`config.mk`:
```
export PLATFORM = sky130hd
export DESIGN_NAME = mul5_recon_serial_flat
export DESIGN_NICKNAME = d
export VERILOG_FILES = /design/src/rtl/mul5_recon_pkg.sv /design/src/rtl/mul5_recon_serial_if.sv /design/src/rtl/mul5_digit_step.sv /design/src/rtl/mul5_recon_serial.sv /design/src/flat_wrapper.sv
export SDC_FILE = /design/constraint.sdc
export NUM_CORES = 1
export LEC_CHECK = 0
export CAP_MARGIN = 25
export CORE_MARGIN = 5
export CORE_UTILIZATION = 35
export CTS_CLUSTER_SIZE = 28
export DETAILED_ROUTE_END_ITERATION = 10
export SLEW_MARGIN = 25
export SYNTH_ARGS = -nofsm -noshare
export SYNTH_HDL_FRONTEND = slang
export SYNTH_HIERARCHICAL = 1
export SYNTH_SLANG_ARGS = --single-unit
```
`constraint.sdc`:
```
create_clock -name clk -period 2.2 [get_ports clk]
set_input_delay 0.22 -clock clk [delete_from_list [all_inputs] [get_ports clk]]
set_output_delay 0.22 -clock clk [all_outputs]
set_load 0.02 [all_outputs]
```
`src/rtl/mul5_recon_pkg.sv`:
```
// rtl/mul5_recon_pkg.sv - shared constants and state encoding for the x = 5*q + r rebuilder
package mul5_recon_pkg;

  localparam int K         = 5;
  localparam int DIGIT     = 4;
  localparam int CW        = 3;
  localparam int WIDTH_DEF = 32;
  localparam int NSTEP     = WIDTH_DEF / DIGIT;

  typedef enum logic [1:0] {
    IDLE = 2'd0,
    RUN  = 2'd1,
    DONE = 2'd2
  } state_e;

endpackage

```
`src/rtl/mul5_recon_serial_if.sv`:
```
// rtl/mul5_recon_serial_if.sv - operand/result handshake bundle for mul5_recon_serial
interface mul5_recon_serial_if #(
  parameter int WIDTH = 32
);

  logic             in_valid;
  logic             in_ready;
  logic [WIDTH-1:0] in_q;
  logic [2:0]       in_r;
  logic             out_valid;
  logic             out_ready;
  logic [WIDTH+2:0] out_x;
  logic             out_err;

  modport master (
    output in_valid, in_q, in_r, out_ready,
    input  in_ready, out_valid, out_x, out_err
  );

  modport slave (
    input  in_valid, in_q, in_r, out_ready,
    output in_ready, out_valid, out_x, out_err
  );

endinterface

```
`src/rtl/mul5_digit_step.sv`:
```
// rtl/mul5_digit_step.sv - one digit of K*q: K*d + cin = s + (cout << DIGIT)
module mul5_digit_step #(
  parameter int DIGIT = 4,
  parameter int K     = 5
) (
  input  logic [DIGIT-1:0]                  d,
  input  logic [mul5_recon_pkg::CW-1:0]     cin,
  output logic [DIGIT-1:0]                  s,
  output logic [mul5_recon_pkg::CW-1:0]     cout
);

  import mul5_recon_pkg::*;

  localparam int PW = DIGIT + CW;

  logic [PW-1:0] p;

  // Every output bit depends only on DIGIT+CW inputs, so each maps to one wide LUT.
  assign p    = PW'(K) * PW'(d) + PW'(cin);
  assign s    = p[DIGIT-1:0];
  assign cout = p[PW-1:DIGIT];

endmodule

```
`src/rtl/mul5_recon_serial.sv`:
```
// rtl/mul5_recon_serial.sv - digit-serial rebuild of x = 5*q + r, LSB digit first
module mul5_recon_serial #(
  parameter int WIDTH = 32,
  parameter int DIGIT = 4,
  parameter int K     = 5
) (
  input  logic                 clk,
  input  logic                 rst_n,
  mul5_recon_serial_if.slave   bus
);

  import mul5_recon_pkg::*;

  localparam int NSTEP_L = WIDTH / DIGIT;
  localparam int CNTW    = (NSTEP_L > 1) ? $clog2(NSTEP_L) : 1;

  localparam logic [1:0] ST_IDLE = IDLE;
  localparam logic [1:0] ST_RUN  = RUN;
  localparam logic [1:0] ST_DONE = DONE;

  logic [1:0]       state_q, state_d;
  logic [WIDTH-1:0] q_sh_q, q_sh_d;
  logic [CW-1:0]    carry_q, carry_d;
  logic [CNTW-1:0]  cnt_q, cnt_d;
  logic             err_q, err_d;
  logic [WIDTH+2:0] x_q, x_d;
  logic             out_err_q, out_err_d;

  logic [DIGIT-1:0] step_s;
  logic [CW-1:0]    step_cout;

  mul5_digit_step #(
    .DIGIT (DIGIT),
    .K     (K)
  ) u_step (
    .d    (q_sh_q[DIGIT-1:0]),
    .cin  (carry_q),
    .s    (step_s),
    .cout (step_cout)
  );

  always_comb begin
    state_d   = state_q;
    q_sh_d    = q_sh_q;
    carry_d   = carry_q;
    cnt_d     = cnt_q;
    err_d     = err_q;
    x_d       = x_q;
    out_err_d = out_err_q;
    case (state_q)
      ST_IDLE: begin
        if (bus.in_valid) begin
          // The remainder seeds the carry, so r is folded in by the first digit.
          state_d   = ST_RUN;
          q_sh_d    = bus.in_q;
          carry_d   = bus.in_r;
          cnt_d     = '0;
          err_d     = (bus.in_r >= 3'd5);
          x_d       = '0;
          out_err_d = 1'b0;
        end
      end
      ST_RUN: begin
        x_d[int'(cnt_q)*DIGIT +: DIGIT] = step_s;
        carry_d = step_cout;
        q_sh_d  = q_sh_q >> DIGIT;
        cnt_d   = cnt_q + 1'b1;
        if (cnt_q == CNTW'(NSTEP_L - 1)) begin
          x_d[WIDTH+2:WIDTH] = step_cout;
          out_err_d          = err_q;
          state_d            = ST_DONE;
        end
      end
      ST_DONE: begin
        if (bus.out_ready) begin
          state_d = ST_IDLE;
        end
      end
      default: state_d = ST_IDLE;
    endcase
  end

  always_ff @(posedge clk or negedge rst_n) begin
    if (!rst_n) begin
      state_q   <= ST_IDLE;
      q_sh_q    <= '0;
      carry_q   <= '0;
      cnt_q     <= '0;
      err_q     <= 1'b0;
      x_q       <= '0;
      out_err_q <= 1'b0;
    end else begin
      state_q   <= state_d;
      q_sh_q    <= q_sh_d;
      carry_q   <= carry_d;
      cnt_q     <= cnt_d;
      err_q     <= err_d;
      x_q       <= x_d;
      out_err_q <= out_err_d;
    end
  end

  assign bus.in_ready  = (state_q == ST_IDLE);
  assign bus.out_valid = (state_q == ST_DONE);
  assign bus.out_x     = x_q;
  assign bus.out_err   = out_err_q;

endmodule

```
`src/flat_wrapper.sv`:
```
// flat-port wrapper written by rule: the top's interface ports become plain ports
module mul5_recon_serial_flat import mul5_recon_pkg::*;
#(
  parameter int WIDTH = 32,
  parameter int DIGIT = 4,
  parameter int K     = 5
)
  (clk, rst_n, bus_in_valid, bus_in_q, bus_in_r, bus_out_ready, bus_in_ready, bus_out_valid, bus_out_x, bus_out_err);
  mul5_recon_serial_if #(.WIDTH(WIDTH)) bus_i ();
  input  logic clk;
  input  logic rst_n;
  input wire logic [$bits(bus_i.in_valid)-1:0] bus_in_valid;
  input wire logic [$bits(bus_i.in_q)-1:0] bus_in_q;
  input wire logic [$bits(bus_i.in_r)-1:0] bus_in_r;
  input wire logic [$bits(bus_i.out_ready)-1:0] bus_out_ready;
  output wire logic [$bits(bus_i.in_ready)-1:0] bus_in_ready;
  output wire logic [$bits(bus_i.out_valid)-1:0] bus_out_valid;
  output wire logic [$bits(bus_i.out_x)-1:0] bus_out_x;
  output wire logic [$bits(bus_i.out_err)-1:0] bus_out_err;
  assign bus_i.in_valid = bus_in_valid;
  assign bus_i.in_q = bus_in_q;
  assign bus_i.in_r = bus_in_r;
  assign bus_i.out_ready = bus_out_ready;
  assign bus_in_ready = bus_i.in_ready;
  assign bus_out_valid = bus_i.out_valid;
  assign bus_out_x = bus_i.out_x;
  assign bus_out_err = bus_i.out_err;
  mul5_recon_serial #(.WIDTH(WIDTH), .DIGIT(DIGIT), .K(K)) u_core (.clk(clk), .rst_n(rst_n), .bus(bus_i));
endmodule
```
# After elaboration in Yosys (flattened, before gate mapping)
# Index checks and enable logic that the tools add are counted.
[classes] add_sub_neg=3 mul=1 order_cmp=1 eq_ne=6 shift=2 mux=17 n_reduce_logical=6
[op_table] operator="35-bit case mux with 2 select lines" count=1
[op_table] operator="32-bit case mux with 2 select lines" count=1
[op_table] operator="35-bit bitwise mux" count=1
[op_table] operator="35-bit two-way mux" count=1
[op_table] operator="4-bit by 33-bit variable shift with 35-bit output, first input constant" count=1
[op_table] operator="4-bit by 33-bit variable part select with 35-bit output" count=1
[op_table] operator="5-bit negator with 33-bit output" count=1
[op_table] operator="32-bit two-way mux" count=1
[op_table] operator="3-bit case mux with 2 select lines" count=2
[op_table] operator="3-bit two-way mux" count=3
[op_table] operator="7-bit by 3-bit adder with 7-bit output" count=1
[op_table] operator="3-bit by 4-bit multiplier with 7-bit output, first input constant" count=1
[op_table] operator="2-bit two-way mux" count=3
[op_table] operator="2-bit case mux with 3 select lines" count=1
[op_table] operator="3-bit AND reduction" count=2
[op_table] operator="2-bit != test, second input constant" count=2
[op_table] operator="2-bit AND reduction" count=2
[op_table] operator="3-bit by 1-bit adder with 3-bit output, second input constant" count=1
[op_table] operator="3-bit equality test, second input constant" count=1
[op_table] operator="3-bit >= comparator, second input constant" count=1
[op_table] operator="2-bit by 1-bit equality test with 1-bit output, second input constant" count=1
[op_table] operator="2-bit equality test, second input constant" count=1
[op_table] operator="2-bit zero test" count=1
[op_table] operator="1-bit two-way mux" count=2
[op_table] operator="other kinds (3)" count=3
[word_totals] register_bits=77 elab_cells=43

# Depth between registers and ports, before layout
# Gate-level depths: netlist of the first run.
[depth] word_depth=6 ltp_mapped=9

# Modules after synthesis
# Netlist of the first run, hierarchy kept.
[modules_own_cells] mod="mul5_recon_serial" instances=1 cells_each=378 area_per_inst_um2=3627.2 seq_area_each_um2=1926.8
[modules_own_cells] mod="mul5_digit_step" instances=1 cells_each=30 area_per_inst_um2=267.8 seq_area_each_um2=0.0

# Least setup slack after synthesis of the first run
# Ideal clock, no wire load.
[synth_path] path_kind="register -> register" startpoint="register u_core.q_sh_q[0]" endpoint="register u_core.x_q[33] (netlist: u_core/bus.out_x[33])" setup_time_ps=144 arrival_ps=2096 slack_ps=-39 path_stages_with_launch=10 path_buffers=0 cell_sequence="dfrtp_1 -> ha_1 -> ha_1 -> inv_1 -> fa_1 -> nand2b_1 -> a21oi_1 -> xor2_1 -> a32oi_1 -> o221ai_1"
[synth_lines] element="start, declared" line="mul5_recon_serial.sv:22" text="logic [WIDTH-1:0] q_sh_q, q_sh_d;"
[synth_lines] element="start signal, assigned" line="mul5_recon_serial.sv:94" text="q_sh_q <= q_sh_d;"
[synth_lines] element="3-bit by 4-bit multiplier with 7-bit output" line="mul5_digit_step.sv:19" text="assign p = PW'(K) * PW'(d) + PW'(cin);"
[synth_lines] element="7-bit by 3-bit adder with 7-bit output" line="mul5_digit_step.sv:19"
[synth_lines] element="net u_core.step_cout[1]" line="mul5_recon_serial.sv:30" text="logic [CW-1:0] step_cout;"
[synth_lines] element="3-bit two-way mux" line="mul5_recon_serial.sv:68" text="if (cnt_q == CNTW'(NSTEP_L - 1)) begin"
[synth_lines] element="35-bit case mux with 2 select lines" line="mul5_recon_serial.sv:50" text="case (state_q)"
[synth_lines] element="end signal, assigned" line="mul5_recon_serial.sv:90" text="x_q <= '0;"
[synth_lines] element="end signal, assigned" line="mul5_recon_serial.sv:98" text="x_q <= x_d;"
[synth_lines] element="end, declared" line="mul5_recon_serial.sv:26" text="logic [WIDTH+2:0] x_q, x_d;"
# The timed path passes the listed nets, and every way through them passes these cells.
# A chain may end at the register's enable or synchronous reset.

# Worst setup path in the final report of the first run
[layout_path] startpoint="register u_core.q_sh_q[2]" endpoint="register u_core.x_q[33] (netlist: u_core/bus.out_x[33])"
# The elaborated chain is that of the path after synthesis.

==> results of run 1 <==
## synth_stat cells, types with 3 or more instances
cell and n:
clkbuf_1 17, buf_6 3, or2_1 3, nand3_1 6, ha_1 16, a32oi_1 3
nor2_1 38, buf_2 7, a21oi_1 3, nor2b_1 3, mux2i_1 32, dfrtp_1 77
inv_1 13, nand3b_1 3, o21ai_0 3, a31oi_1 31, nand2_1 112
## flip-flops by register name, indices dropped and copies added (netlist names)
signal / flops
u_core/bus.out_x: 35
u_core/bus.out_err: 1
u_core/err_q: 1
u_core/state_q: 2
u_core/cnt_q: 3
u_core/carry_q: 3
u_core/q_sh_q: 32
## worst max-delay path: cells and delay by family (launching register included)
kind                       cells  cell delay (ps)
adders and majority gates      3              930
AOI/OAI and AO/OA              3              450
DFF                            1              410
and+or+nand+nor                1              150
xor gates and xnor gates       1              100
buffers and inverters          1               40
## layout by cell type (no fill, tap or decap), drive strengths merged, types with 2 or more instances in the layout
| master | n |
|---|---|
| nand2 | 112 |
| dfrtp | 77 |
| clkdlybuf4s50 | 75 |
| nor2 | 38 |
| mux2i | 32 |
| a31oi | 31 |
| buf | 19 |
| ha | 16 |
| inv | 14 |
| clkbuf | 10 |
| nand3 | 6 |
| or2 | 5 |
| o21ai | 5 |
| nor2b | 3 |
| a32oi | 3 |
| nand3b | 3 |
| clkinv | 3 |
| nand2b | 3 |
| a21oi | 3 |
| clkinvlp | 2 |
| nor3 | 2 |
| o31ai | 2 |
| or3 | 2 |
| o211ai | 2 |
| o221ai | 2 |
| xnor2 | 2 |
| o21bai | 2 |
| nor4 | 2 |
| or4 | 2 |
## metrics by stage
stage / cells / util (%) / instance area [sq um]
detailed placement: 612 / 44.33 / 4827
CTS: 630 / 46.71 / 5086
finish: 631 / 47.00 / 5117
global route: 631 / 47.00 / 5117
global placement: 612 / 44.33 / 4827
floorplan: 408 / - / 3901
## cell type report
cell class                 instances  area share [%]
tap                              140           3.423
timing repair buffer              95           17.90
multi-input combinational        289           36.26
clock inverter                     6           1.247
inverter                          14           1.027
sequential                        77           37.65
clock buffer                      10           2.494
## path summary, 6_finish.rpt
kind                              startpoint                   end  slack, ps
hold reg to reg            u_core/q_sh_q[31]     u_core/q_sh_q[31]        500
max in group asynchronous              rst_n          u_core/err_q       1230
setup / recovery            u_core/q_sh_q[2]  u_core/bus.out_x[33]          2
hold / removal                         rst_n  u_core/bus.out_x[13]        360
min in group clk                bus_in_q[30]     u_core/q_sh_q[30]        410
setup reg to reg            u_core/q_sh_q[2]  u_core/bus.out_x[33]          2
## routing by layer
metal  vias up  share of wire [%]
li1       1537                  -
met1      1544                 47
met2        69                 46
met3         9                5.9
met4         0               0.87
met5         -                  0
## power groups by stage
stage          Clock (mW)  Sequential [mW]  Combinational (mW)
3_3_place_gp            0             2.38                4.78
5_1_grt              1.15             2.45                5.75
4_1_cts              1.08             2.38                5.08
6_report             1.04             2.37                5.22
3_5_place_dp            0             2.39                4.86
2_1_floorplan           0             2.56                3.02
## logic make-up (layout without fill, tap and decap cells)
family	after synthesis	count (layout)
AO/OA/AOI/OAI	54	54
XOR/XNOR	3	3
adder cells (fa/ha/maj)	17	17
buffers and inverters	42	125
flip-flops	77	77
multiplexers	32	32
AND/OR/NAND/NOR	183	183
## repair_timing
item	in CTS	in global routing
endpoints found under the setup margin	5	9
hold buffers	1	0
buffers inserted	1	1
pin swaps	3	12
endpoints found under the hold margin	33	0
resized for setup	9	4
==> impl_metrics.ini, run 1 <==
[power_and_ir_drop]
totalPowerFinal_mw = 8.632
powerDensity_nw_per_um2 = 1687
switching_share_pct = 44.09
seqPwrFrac_pct = 27.5
peakVddDrop_mv = 0.6394
p_leak_nw = 2.282
p_comb_share_pct = 60.4
pwr-share-clk_pct = 12.1
net-switching-power_mw = 3.806
intPower_mw = 4.827

[yosys]
synth_compound_area_share_pct = 9.605
synth_top_area_share_pct = 49.47
yosys.area_share.simple_pct = 21.43
synthAdderAreaFrac_pct = 5.654
ys_warn_count = 6
seq_area_frac_synth_pct = 49.47
async_flop_share_pct = 100.0
synthMuxAreaShare_pct = 8.224
synth_top_family_by_area = simple AND/OR/NAND/NOR gates
syn_area_sq_um = 3895
yosysTopAreaCell = dfrtp_1
synth_ff_type = dfrtp_1
synthTopCellsByArea = dfrtp_1 (49%), nand2_1 (11%), mux2i_1 (8.2%)
syn_inst = 408
postSynthAreaPerCell_sq_um = 9.547
synth_xor_area_share_pct = 0.6746
synth-edff-count = 0
ys_ff_latch = 77
synth_nets = 464
synth_cell_type_count = 47

[detailed_routing]
drt_wl_total_mm = 9.223
drc_errors = 0
drt-initial-drc-count = 152
vias = 3159
drtPass1Iterations = 5
wl_per_cell_microns = 14.62
via_per_inst = 5.006
antenna_left = 0

[cells_and_area]
multi_input_area_sq_um = 1856
area_growth_pct = 31.38
antennaDiodeCount = 0
fin_nets = 542
drive_gt1_share_pct = 12.22
nFillCells = 1045
seqCellArea_sq_um = 1927

[global_route]
grt_first_pass_wirelength_mm = 15.64
grtUsageMet1_pct = 19.80
grt_use_met3_pct = 4.804
grt-busiest-layer = met2
grt_pass1_vias = 3219
track_usage_pct = 14.62
grt_remaining_overflow = 0
met2_usage_pct = 22.76
grt_max_degree = 63
antenna_found_initial = 0

[critical_path]
cp-start-kind = flop
crit_top_cell = ha_4
path_max_fanout = 2
required_ps = 2410
rr_worst_depth = 9
crit_type = reg -> reg
critPathSlowestCell = dfrtp_1
worstPathCellList = ha_4 -> ha_4 -> inv_2 -> fa_2 -> nand2b_4 -> a21oi_2 -> xor2_1 -> a32oi_1 -> o221ai_1
cp-end-kind = flop
arrival_ps = 2400
cpPeakStageDelay_ps = 410

[sta]
setup_violations = 0
skew_ps = 12.85
timing.final.ws_setup_ps = 1.643
fmax_mhz = 454.9
fin_hold_ws_ps = 360.7
hold_violations = 0
min_period_ps = 2198
rsz0062_at_grt = yes
relSlewSlack_pct = 59.18
tightest_slew_ps = 611.0
slew_viol_final = 0
tns_ps = 0
final.period_utilization_pct = 99.93

[floorplan]
core-area_sq_um = 10890
ios = 77
num_rows = 38
floorplan.initialDensity_pct = 35.77
fp.dieW_microns = 115.5
die_h_microns = 115.5
die_area_sq_um = 13340

[placed_design]
io_buffers = 76
routabilityCongestion = 0.8709
place_ws_ps = -78.19
hpwl_mm = 6.647

[clocking]
cts_tree = done
clock_latency_ps = 350
clockBufferDepth = 2
clockRootBuffer = clkbuf_8
path_clk_slew_ps = 90
clock_sinks = 77
htree_levels = 3
cts_inserted_buffers = 9

[min_path]
min_path_type = in -> async

[status]
status = complete, no violations

[run]
drv_cap = 0
(Power assumes the default switching activity.)
==> inputs of run 2 (changes only) <==
- ABC_AREA: not set -> 1
- MAX_ROUTING_LAYER: not set -> met4
==> run 2 against run 1 <==
Compared with the run above: synthesized cell count grew 15%; sequential power is essentially flat; highest routed layer unchanged; via count grew 6.8%.
==> impl_metrics.ini, run 2 <==
[critical_path]
reg2reg_to = u_core/bus.out_x[23]
rr_worst_depth = 10
reg2reg_from = u_core/q_sh_q[0]
cp-start-kind = flop
crit_type = reg -> reg
path_max_fanout = 3
required_ps = 2470
arrival_ps = 2360
cp-end-kind = flop
rrSetupSlack_ps = 120

[global_route]
grtUsageMet1_pct = 22.08
grt_max_degree = 44
grt-busiest-layer = met2
grt_remaining_overflow = 0
grt_first_pass_wirelength_mm = 16.86
track_usage_pct = 16.17
grt_use_met3_pct = 2.924
grt_pass1_vias = 3419
antenna_found_initial = 0
met2_usage_pct = 25.19

[detailed_routing]
wl_per_cell_microns = 14.55
drt_wl_total_mm = 10.16
via_per_inst = 4.832
drt-initial-drc-count = 174
vias = 3373
drtPass1Iterations = 6
antenna_left = 0
drc_errors = 0

[power_and_ir_drop]
p_leak_nw = 2.456
peakVddDrop_mv = 0.8433
powerDensity_nw_per_um2 = 1742

[cells_and_area]
antennaDiodeCount = 0
drive_gt1_share_pct = 12.37
area_growth_pct = 31.79
final_common_cell = nand2_1
nFillCells = 1060
layout_common_cells = nand2_1 (131), dfrtp_1 (77), clkdlybuf4s50_1 (75), nand3_1 (43), inv_1 (39)
fin_nets = 609
largest_reg_flops = 35

[floorplan]
core-area_sq_um = 10890
die_area_sq_um = 13370
die_h_microns = 115.6
ios = 77
fp.dieW_microns = 115.6
num_rows = 38
floorplan.initialDensity_pct = 35.85

[yosys]
postSynthAreaPerCell_sq_um = 8.341
synth_top_area_share_pct = 49.36
syn_area_sq_um = 3904
yosysTopAreaCell = dfrtp_1
synth_commonest_cells = nand2_1 (132), dfrtp_1 (77), nand3_1 (43)
synth_ff_type = dfrtp_1
async_flop_share_pct = 100.0
synthTopCellsByArea = dfrtp_1 (49%), nand2_1 (13%), nand3_1 (5.5%)
yosysMostFrequentCell = nand2_1
synth-edff-count = 0
synth_nets = 524
ys_ff_latch = 77
syn_inst = 468
ys_warn_count = 6
seq_area_frac_synth_pct = 49.36
synth_cell_type_count = 31

[run]
drv_cap = 0

[clocking]
htree_levels = 3
cts_tree = done
post-cts-setup-buffers = 0
clockBufferDepth = 2
clock_latency_ps = 350
clockRootBuffer = clkbuf_8
cts_inserted_buffers = 9
path_clk_slew_ps = 80
clock_sinks = 77

[sta]
fmax_mhz = 480.0
final.period_utilization_pct = 94.70
fin_hold_ws_ps = 407.8
rsz0062_at_grt = yes
skew_ps = 10.57
min_period_ps = 2083
hold_violations = 0
tns_ps = 0
slew_viol_final = 0
relSlewSlack_pct = 53.29
setup_violations = 0
tightest_slew_ps = 699.7

[placed_design]
hpwl_mm = 7.147
io_buffers = 76
routabilityCongestion = 0.8889

[status]
status = complete, no violations

[min_path]
min_path_type = in -> async
## run 2: report_power, final
group / switching (mW) / internal, mW / leakage (nW)
clock network: 0.526 / 0.750 / 0.123
registers: 0.334 / 2.03 / 0.991
logic: 3.23 / 2.10 / 1.34
## run 2: final cells by class
| type | instances | area, sq um | share of cell area (%) |
|---|---|---|---|
| Sequential cell | 77 | 1927 | 37.45 |
| Multi-Input combinational cell | 326 | 1743 | 33.88 |
| Inverter | 49 | 183.9 | 3.575 |
| Clock buffer | 9 | 123.9 | 2.408 |
| Clock inverter | 7 | 113.9 | 2.213 |
| Tap cell | 140 | 175.2 | 3.405 |
| Timing Repair Buffer | 90 | 878.3 | 17.07 |
## run 2: repair_timing
item	CTS	global route
resized for setup	3	7
hold buffers	1	0
pin swaps	0	2
endpoints found under the setup margin	5	15
hold endpoints to repair	42	0
## run 2: logic make-up after synthesis
kind of cell | synth area share (%)
simple gates | 26.96
fa+ha+maj | 5.641
compound gates | 10.87
buf+inv | 6.955
flops | 49.36
xor+xnor | 0.2244
## run 2: routing by layer
| layer | part of all wire, % | vias to the layer above |
|---|---|---|
| met3 | 4.6 | 14 |
| met5 | 0 | - |
| met4 | 1.1 | 0 |
| met1 | 48 | 1579 |
| li1 | - | 1688 |
| met2 | 46 | 92 |
## run 2: worst max-delay path, cell delays in order (launching register included)
cell     delay, ps
dfrtp_1        380
ha_1           300
ha_1           300
inv_1           60
fa_2           350
xnor2_1        150
buf_4          140
nand2_1         50
inv_1           70
nand2_1         80
o21ai_1        140
## run 2: worst max path at each step
stage | start | to | slack, ps | depth (start not counted)
2_1_floorplan | u_core/q_sh_q[0] | u_core/bus.out_x[19] | 120 | 9
3_3_place_gp | u_core/q_sh_q[0] | u_core/bus.out_x[19] | -5 | 10
3_5_place_dp | u_core/q_sh_q[1] | u_core/carry_q[1] | -7 | 11
4_1_cts | u_core/q_sh_q[0] | u_core/carry_q[1] | 50 | 12
5_1_grt | u_core/q_sh_q[1] | u_core/carry_q[2] | -30 | 10
6_report | u_core/q_sh_q[0] | u_core/bus.out_x[23] | 120 | 10
## run 2: through the flow
step | total power, mW | instances | setup slack, ps | instance area, sq um | util, %
4_1_cts | 8.937 | 698 | 47.68 | 5125 | 47.07
3_3_place_gp | 7.421 | 681 | -5.388 | 4860 | 44.63
3_5_place_dp | 7.490 | 681 | -7.200 | 4860 | 44.63
5_1_grt | 9.814 | 698 | -30.26 | 5145 | 47.25
2_1_floorplan | 5.765 | 468 | 117.9 | 3904 | -
6_report | 8.964 | 698 | 116.7 | 5145 | 47.25
==> inputs of run 3 (changes only) <==
- SKIP_LAST_GASP: not set -> 1
==> run 3 against run 2 <==
Compared with the run above: maximum frequency is the same; sequential cell count unchanged; non-clock buffer count unchanged; cell count unchanged; first-iteration DRC count is 2.3% higher; total power hardly changed; global-route usage did not move; critical path depth stayed put; routed wire length about the same; sequential power barely moved; clock-buffer cell count is the same.
==> impl_metrics.ini, run 3 (synthesized netlist as in run 2, its figures left out) <==
[placed_design]
placed_cells = 681
routabilityCongestion = 0.8889
hpwl_mm = 7.147
io_buffers = 76

[critical_path]
required_ps = 2470
critPathSlowestCell = dfrtp_1
cpPeakStageDelay_ps = 380
worstPathCellList = ha_1 -> ha_1 -> inv_1 -> fa_2 -> xnor2_1 -> buf_4 -> nand2_1 -> inv_1 -> nand2_1 -> o21ai_1
path_max_fanout = 3
startpoint = u_core/q_sh_q[0]
arrival_ps = 2360
cp-start-kind = flop
cp-end-kind = flop
crit_type = reg -> reg
reg2reg_from = u_core/q_sh_q[0]

[sta]
hold_violations = 0
final.period_utilization_pct = 94.70
tightest_slew_ps = 699.5
rsz0062_at_grt = yes
fmax_mhz = 480.0
skew_ps = 10.54
min_period_ps = 2083
setup_violations = 0
slew_viol_final = 0
relSlewSlack_pct = 53.30
fin_hold_ws_ps = 407.8

[global_route]
grt_first_pass_wirelength_mm = 16.86
antenna_found_initial = 0
grt_pass1_vias = 3419
grt_max_degree = 44
track_usage_pct = 16.17
grt_remaining_overflow = 0

[floorplan]
fp.dieW_microns = 115.6
ios = 77
core-area_sq_um = 10890
die_area_sq_um = 13370
floorplan.initialDensity_pct = 35.85
die_h_microns = 115.6
num_rows = 38

[run]
drv_cap = 0

[detailed_routing]
antenna_left = 0
via_per_inst = 4.830
vias = 3371
drt-initial-drc-count = 178
drtPass1Iterations = 6
wl_per_cell_microns = 14.54
drc_errors = 0
drt_wl_total_mm = 10.15

[clocking]
htree_levels = 3
cts_tree = done
clockBufferDepth = 2
cts_inserted_buffers = 9
clock_latency_ps = 350
clock_sinks = 77
clockRootBuffer = clkbuf_8
path_clk_slew_ps = 80

[cells_and_area]
largest_reg_flops = 35
fin_nets = 609
drive_gt1_share_pct = 12.37
layout_common_cells = nand2_1 (131), dfrtp_1 (77), clkdlybuf4s50_1 (75), nand3_1 (43), inv_1 (39)
antennaDiodeCount = 0
layoutNonFillerInstCount = 698
final_core_util_pct = 47.25
final_common_cell = nand2_1
area_growth_pct = 31.79

[power_and_ir_drop]
p_leak_nw = 2.456
peakVddDrop_mv = 0.8433
powerDensity_nw_per_um2 = 1742

[min_path]
min_path_type = in -> async

[status]
status = complete, no violations
[run 3: final cells by class]
class	count	area, sq um
clock buffer	9	123.9
inverter	49	183.9
clock inverter	7	113.9
tap	140	175.2
multi-input combinational	326	1743
sequential	77	1927
fill	1060	5743
timing repair buffer	90	878.3
[run 3: repair_timing]
| action | in CTS | in global routing |
|---|---|---|
| gates cloned | 0 | 0 |
| pin swaps | 0 | 2 |
| setup endpoints to repair | 5 | 15 |
| gates resized for setup | 3 | 7 |
| endpoints found under the hold margin | 42 | 0 |
| setup buffers | 0 | 0 |
| hold buffers | 1 | 0 |
[run 3: stage by stage]
stage          setup WS [ps]  power [mW]  instance area [sq um]  TNS [ps]
5_1_grt               -30.26       9.814                   5145    -137.8
3_3_place_gp          -5.388       7.421                   4860    -5.388
2_1_floorplan          117.9       5.765                   3904         0
4_1_cts                47.68       8.937                   5125         0
3_5_place_dp          -7.200       7.490                   4860    -7.200
6_report               116.7       8.964                   5145         0
[run 3: path summary, 6_finish.rpt]
| kind | end | slack [ps] | depth (start not counted) |
|---|---|---|---|
| hold / removal | u_core/q_sh_q[5] | 410 | 2 |
| min in group clk | u_core/q_sh_q[30] | 410 | 3 |
| setup reg to reg | u_core/bus.out_x[23] | 120 | 10 |
| hold reg to reg | u_core/bus.out_x[16] | 480 | 2 |
| max in group asynchronous | u_core/q_sh_q[22] | 1190 | 3 |
| setup / recovery | u_core/bus.out_x[23] | 120 | 10 |
[run 3: power breakdown]
part | switching (mW) | total, mW | leakage [nW] | internal, mW
combinational | 3.23 | 5.33 | 1.34 | 2.10
clock | 0.526 | 1.28 | 0.123 | 0.750
sequential | 0.334 | 2.36 | 0.991 | 2.03
total | 4.09 | 8.96 | 2.46 | 4.87
[run 3: routing by layer]
layer  vias up  routed length [microns]  global-route usage [%]
met5         -                        0                       -
met2        92                     4681                   25.19
met3        14                      469                   2.924
li1       1688                        -                       -
met1      1577                     4887                   22.08
met4         0                      113                   3.867
[run 3: worst max-delay path: cells and delay by family, from the launching register on]
kind / cells / cell delay (ps)
compound gates: 1 / 140
buf+inv: 3 / 270
xor+xnor: 1 / 150
fa+ha+maj: 3 / 950
simple gates: 2 / 130
flops: 1 / 380
